$ cat config.mk
export PLATFORM = sky130hd
export DESIGN_NAME = sync_fifo_param
export DESIGN_NICKNAME = d
export VERILOG_FILES = /design/src/rtl/sync_fifo_param.sv
export SDC_FILE = /design/constraint.sdc
export NUM_CORES = 1
export LEC_CHECK = 0
export BUFFER_PORTS_ARGS = -buffer_cell sky130_fd_sc_hd__buf_4
export CORE_UTILIZATION = 35
export CTS_CLUSTER_DIAMETER = 80
export DETAILED_ROUTE_END_ITERATION = 8
export SLEW_MARGIN = 40
export SYNTH_ARGS = -nofsm -noshare
export SYNTH_HDL_FRONTEND = slang
export SYNTH_SLANG_ARGS = --single-unit
$ cat constraint.sdc
create_clock -name clk -period 2.5 [get_ports clk]
set_input_delay 0.125 -clock clk [delete_from_list [all_inputs] [get_ports clk]]
set_output_delay 0.125 -clock clk [all_outputs]
set_load 0.02 [all_outputs]
$ cat src/rtl/sync_fifo_param.sv
// Single-clock parametrised FIFO with almost-full/almost-empty thresholds and an occupancy count.
// Define SYNC_FIFO_FWFT_EN at compile time for first-word-fall-through reads (head held in rdata).
module sync_fifo_param #(
    parameter int DATA_WIDTH = 8,
    parameter int DEPTH      = 16,
    parameter int AF_LEVEL   = DEPTH - 2,
    parameter int AE_LEVEL   = 1
) (
    input  logic                    clk,
    input  logic                    rst,
    input  logic                    wt_en,
    input  logic [DATA_WIDTH-1:0]   wdata,
    input  logic                    rd_en,
    output logic [DATA_WIDTH-1:0]   rdata,
    output logic                    full,
    output logic                    empty,
    output logic                    almost_full,
    output logic                    almost_empty,
    output logic                    overflow,
    output logic                    underflow,
    output logic [$clog2(DEPTH):0]  count
);

    localparam int AW = $clog2(DEPTH);
    localparam int CW = AW + 1;
    localparam logic [CW-1:0] FULL_CNT = CW'(DEPTH);
    localparam logic [CW-1:0] AF_CNT   = CW'(AF_LEVEL);
    localparam logic [CW-1:0] AE_CNT   = CW'(AE_LEVEL);

    logic [DATA_WIDTH-1:0] mem [DEPTH];
    logic [AW-1:0]         wr_ptr;
    logic [AW-1:0]         rd_ptr;
    logic                  wr_acc;
    logic                  rd_acc;
    logic                  mem_we;

    // All flags are decoded from registered state; requests never reach them combinationally.
    assign full         = (count == FULL_CNT);
    assign almost_full  = (count >= AF_CNT);
    assign almost_empty = (count <= AE_CNT);
    assign wr_acc       = wt_en && !full;
    assign rd_acc       = rd_en && !empty;

    always_ff @(posedge clk or negedge rst) begin
        if (!rst) begin
            count     <= '0;
            overflow  <= 1'b0;
            underflow <= 1'b0;
        end else begin
            overflow  <= wt_en && full;
            underflow <= rd_en && empty;
            if (wr_acc && !rd_acc)
                count <= count + CW'(1);
            else if (rd_acc && !wr_acc)
                count <= count - CW'(1);
        end
    end

    always_ff @(posedge clk) begin
        if (mem_we)
            mem[wr_ptr] <= wdata;
    end

`ifdef SYNC_FIFO_FWFT_EN
    logic          out_valid;
    logic [CW-1:0] mem_cnt;
    logic          load_out;
    logic          bypass;

    // count includes the output register, so the array holds count minus the head.
    assign empty    = !out_valid;
    assign mem_cnt  = count - {{(CW-1){1'b0}}, out_valid};
    assign load_out = !out_valid || rd_acc;
    assign bypass   = load_out && (mem_cnt == '0) && wr_acc;
    assign mem_we   = wr_acc && !bypass;

    always_ff @(posedge clk or negedge rst) begin
        if (!rst) begin
            wr_ptr    <= '0;
            rd_ptr    <= '0;
            rdata     <= '0;
            out_valid <= 1'b0;
        end else begin
            if (mem_we)
                wr_ptr <= wr_ptr + AW'(1);
            if (load_out) begin
                if (mem_cnt != '0) begin
                    rdata     <= mem[rd_ptr];
                    rd_ptr    <= rd_ptr + AW'(1);
                    out_valid <= 1'b1;
                end else if (wr_acc) begin
                    rdata     <= wdata;
                    out_valid <= 1'b1;
                end else begin
                    out_valid <= 1'b0;
                end
            end
        end
    end
`else
    assign empty  = (count == '0);
    assign mem_we = wr_acc;

    always_ff @(posedge clk or negedge rst) begin
        if (!rst) begin
            wr_ptr <= '0;
            rd_ptr <= '0;
            rdata  <= '0;
        end else begin
            if (wr_acc)
                wr_ptr <= wr_ptr + AW'(1);
            if (rd_acc) begin
                rdata  <= mem[rd_ptr];
                rd_ptr <= rd_ptr + AW'(1);
            end
        end
    end
`endif

endmodule
* Word-level counts from Yosys, hierarchy flattened
Memories as Yosys holds them, arrays and structs flattened. A register that Yosys moved wholly into a read port is not among the register bits. Index checks and enable logic that the tools add are counted.
Word-level totals: register bits after elaboration 15, memory bits (writable) 128, bits of input ports 12, output and inout port bits 19, word-level logic and storage cells 30, memories kept 1
Operators by class: add/sub/neg operators 4, order comparisons 2, equal/unequal tests 1, mux-type cells 4, reductions and logical operators 13
Memories:
- mem | depth 16, width 8, rd ports 1, clocked after Yosys merged registers in 1, write ports 1, RTL line 30 | logic [DATA_WIDTH-1:0] mem [DEPTH];
Operator list (number):
- $mux 5 | 2
- $add 4x1->4 const B | 2
- $logic_and 1x1->1 | 6
- $add 5x1->5 const B | 1
- $eq 5x5->1 const B | 1
- $ge 5x4->1 const B | 1
- $le 5x1->1 const B | 1
- $logic_not 1->1 | 5
- $logic_not 5->1 | 1
- $sub 5x1->5 const B | 1
- $mux 1 | 2
- $reduce_bool 2->1 | 1

* Depth between registers and ports, before layout
depth in word-level cells 7, mapped depth 12, gate-level depth less buffers 10

* Worst setup path after synthesis
Ideal clock, no wire load.
path kind register to register, from register count[0], to register count[4], library setup time 0.080 ns, data arrival time 2.540 ns, data required time 2.420 ns, setup slack -0.120 ns, stages on the path, launching flop included 12, path buffers 2, period minus slack after synthesis 2.620 ns, path through dfrtp_1 inv_1 ha_1 nor4b_2 nor2b_1 buf_2 inv_2 buf_6 ha_1 or4b_1 a21oi_1 xor2_1
On the way: longest elaborated chain between the ends 6, elaborated cells between the ends (all ways) 15, those cells by class add/sub: 2; eq/ne: 1; mux: 2; reduce/logical: 10
RTL lines:
- start, declared | RTL line 21 | output logic [$clog2(DEPTH):0] count
- start signal, assigned | RTL line 53 | count <= count + CW'(1);
- start signal, assigned | RTL line 55 | count <= count - CW'(1);
- $logic_not 5->1 * | RTL line 101 | assign empty = (count == '0);
- net empty | RTL line 16 | output logic empty,
- $logic_not 1->1 * | RTL line 42 | assign rd_acc = rd_en && !empty;
- $logic_and 1x1->1 * | RTL line 42
- $logic_not 1->1 | RTL line 52 | if (wr_acc && !rd_acc)
- $logic_and 1x1->1 | RTL line 52
- $mux 5 / $reduce_bool 2->1 (equally long branches)
The timed path passes the listed nets; every way through them passes the cells marked *. The select of a mux whose other input is x is not followed. A chain may end at the register's enable or synchronous reset.

* Final worst setup path
from register count[0], to memory mem[7][5] (enable)
On the way: longest elaborated chain between the ends 5
RTL lines:
- $eq 5x5->1 | RTL line 38 | assign full = (count == FULL_CNT);
- $logic_not 1->1 | RTL line 41 | assign wr_acc = wt_en && !full;
- $logic_and 1x1->1 | RTL line 41
- $mux 1 | RTL line 60 | if (mem_we)
- $mux 1 (implied by the code) | RTL line 61 | mem[wr_ptr] <= wdata;
- end, declared | RTL line 30
No other way between the ends.

==> impl_metrics.py <==
metrics = {
    "yosys": {
        "yosysSeqAreaShare": 0.711,
        "synth_area_um2": 6220,
        "yosysTopAreaCell": "edfxtp_1",
        "syn-num-nets": 351,
        "yosysMostFrequentCell": "edfxtp_1",
        "synthTopCellsByCount": "128 x edfxtp_1, 23 x dfrtp_1, 23 x mux2i_1",
        "synth_edf_count": 128,
        "syn_avg_cell_area_um2": 19.0,
        "synth-seq-cells": 151,
        "ys_types": 38,
        "synth_warnings": 0,
        "netlist.area_leader.share": 0.618,
        "synthArstFlopShare": 0.152,
        "synth_ff_type": "edfxtp_1",
        "netlist_instances": 328,
        "synthTopCellsByArea": "edfxtp_1 62%, dfrtp_1 9.3%, mux4_1 7.6%",
    },
    "finish": {
        "fin_area_um2": 7350,
        "syn_to_final_growth_pct": 18.2,
        "fin_cells": 617,
        "nets": 403,
        "drive_gt1_frac": 0.237,
        "fin_util": 0.425,
        "diodes": 0,
    },
    "status": {
        "status": "finished clean",
    },
    "placement": {
        "place_hpwl_um": 8130,
        "place_congestion": 0.745,
        "port_buffers": 30,
        "dp_cells": 582,
        "post-place-ws_ns": 0.121,
        "placed_area_um2": 6700,
    },
    "global_route": {
        "grt_max_degree": 29,
        "grt_pass1_wl_um": 18700,
        "grt_pass1_vias": 3187,
        "grtUsageTotal": 0.143,
        "antenna_found_initial": 0,
        "gr-total-overflow": 0,
    },
    "critical_path": {
        "end_kind": "register",
        "crit_family": "simple AND/OR/NAND/NOR gates",
        "start_kind": "register",
        "crit_arrival_ns": 2.55,
        "crit_slowest_cell": "nor3_1",
        "path_class": "reg2reg",
        "cp_max_fo": 7,
        "rr_worst_depth": 7,
        "worst-path-buf-inv": 2,
        "worstPathRequired_ns": 2.63,
        "slowest_delay_ns": 0.46,
        "crit_cells": 7,
        "path_cells": "inv_1 -> ha_1 -> and4bb_1 -> nor2b_2 -> nand2_1 -> nor3_1 -> buf_4",
    },
    "power": {
        "powerDensity_nw_per_um2": 1150,
        "p_leak_nw": 2.65,
        "vdd_ir_drop_max_mv": 0.559,
        "clkPwrFrac": 0.312,
        "combPwrFrac": 0.281,
        "power.internal_mw": 5.88,
        "p_sw_frac": 0.302,
        "power_switching_mw": 2.55,
        "seqPwrFrac": 0.407,
    },
    "sta": {
        "worst_pin_slew_ns": 0.565,
        "period_minus_slack_ns": 2.43,
        "fin_skew_ns": 0.00627,
        "setup_slack_ns": 0.0750,
        "fin_tns_setup_ns": 0,
        "min_period_over_period": 0.970,
        "clock.fmax_mhz": 412,
        "rsz0062_at_grt": "false",
        "report.final.slew_viol_count": 0,
        "maxSlewHeadroom": 0.621,
        "hold_violations": 0,
        "finalSetupViolCount": 0,
    },
    "die": {
        "design.core.area_um2": 17300,
        "row_count": 48,
        "die_w_um": 135,
        "start_util": 0.360,
        "io_pins": 31,
        "die_h_um": 135,
        "die_area_um2": 18300,
    },
    "worst_hold_path": {
        "hold_class": "in2reg",
        "min_path_cells": 1,
    },
    "cts": {
        "cts_tree": "built",
        "clk_pin_slew_ns": 0.06,
        "clockRootBuffer": "clkbuf_16",
        "htreeDepth": 4,
        "cts_made_buffers": 17,
        "cts_buffer_depth": 2,
        "clkSinkCount": 151,
        "worstSkewPairLatency_ns": 0.42,
    },
    "detailed_routing": {
        "num_vias": 3066,
        "via_per_inst": 4.97,
        "drt_wl_total_um": 12000,
        "route.detailed.drc": 0,
        "drtPass1Iterations": 4,
        "drtAntennaViolNets": 0,
        "wire_per_inst_um": 19.5,
        "drt_iter0_drc": 207,
    },
    "flow_run": {
        "drv_cap": 0,
    },
}
-- power by group through the flow --
stage               clock, mW  sequential (mW)  combinational [mW]
finish                   2.63             3.43                2.37
global route             2.77             3.48                2.56
CTS                      2.68             3.44                2.41
detailed placement          0             3.48                2.40
global placement            0             3.47                2.36
floorplan                   0             3.47                1.68
-- layout make-up --
| class | instances | area (µm²) |
|---|---|---|
| clock buffers | 18 | 429 |
| fillers | 1507 | 9950 |
| repair buffers | 49 | 375 |
| inverters | 9 | 33.8 |
| flip-flops and latches | 151 | 4420 |
| multi-input cells | 152 | 1630 |
| clock inverters | 13 | 181 |
| well taps | 225 | 282 |
-- worst reg2reg max path: stages (launching register included) --
cell and delay (ns):
dfrtp_2 0.42, inv_1 0.10, ha_1 0.21, and4bb_1 0.23, nor2b_2 0.27, nand2_1 0.16, nor3_1 0.46, buf_4 0.28
-- cell families (layout without fill, tap and decap cells) --
logic type                 count (synthesis)  count (layout)  share of synthesized area
AOI/OAI and AO/OA                         18              18                     0.0205
xor gates and xnor gates                  11              11                     0.0155
adders and majority gates                 11              11                     0.0221
buffers and inverters                     25              89                     0.0280
DFF                                      151             151                      0.711
muxes                                     51              51                      0.149
and+or+nand+nor                           61              61                     0.0539
-- path summary, 6_finish.rpt --
kind / from / to / slack (ns)
setup / recovery: count[0]$_DFFE_PN0P_ / mem[7][5]$_DFFE_PP_ / 0.07
min in group asynchronous: rst / overflow$_DFF_PN0_ / 0.15
setup reg to reg: count[0]$_DFFE_PN0P_ / mem[7][5]$_DFFE_PP_ / 0.07
max in group asynchronous: rst / count[1]$_DFFE_PN0P_ / 2.09
hold reg to reg: rdata[0]$_DFFE_PN0P_ / rdata[0]$_DFFE_PN0P_ / 0.51
hold / removal: wdata[5] / mem[2][5]$_DFFE_PP_ / 0.02
-- routing by layer --
metal	part of all wire	routed length [µm]	vias to the layer above	track usage
met2	0.49	5940	70	0.234
met5	0	0	-	0
li1	-	-	1411	-
met4	0.019	233	0	0.0624
met1	0.45	5400	1568	0.180
met3	0.036	435	17	0.0367
-- state kept, by name, summed over array words and instances, names as in the netlist --
signal and count:
overflow 1, mem 128, wr_ptr 4, rd_ptr 4
underflow 1, rdata 8, count 5
-- metrics by stage --
step,power [mW],hold slack (ns)
after floorplan,5.15,-0.171
after global placement,5.83,0.0437
after detailed placement,5.88,0.0568
after CTS,8.53,0.0165
after global routing,8.80,0.0280
final,8.43,0.0211
-- repair_timing --
item | in CTS | in global routing
hold buffers | 3 | 0
resized for setup | 0 | 0
setup endpoints to repair | 0 | 1
hold endpoints to repair | 25 | 0
buffers inserted | 0 | 1
-- cell usage in the layout, fill, tap and decap left out, types with 3 or more instances in the layout --
master | netlist | final
a21oi_1 | 3 | 3
a22oi_1 | 3 | 3
and2_1 | 11 | 11
buf_4 | 2 | 46
bufinv_16 | 0 | 4
clkbuf_16 | 0 | 17
clkinv_2 | 0 | 4
clkinv_4 | 0 | 3
dfrtp_1 | 23 | 21
dlygate4sd3_1 | 0 | 3
edfxtp_1 | 128 | 128
ha_1 | 11 | 10
inv_1 | 8 | 8
mux2i_1 | 23 | 23
mux4_1 | 18 | 18
mux4_2 | 10 | 10
nand2_1 | 18 | 18
nand4_1 | 5 | 5
nor2_1 | 10 | 10
nor2b_1 | 3 | 3
nor3_1 | 4 | 4
o221ai_1 | 7 | 7
xnor2_1 | 7 | 7
xor2_1 | 4 | 4
(Power assumes the default switching activity.)
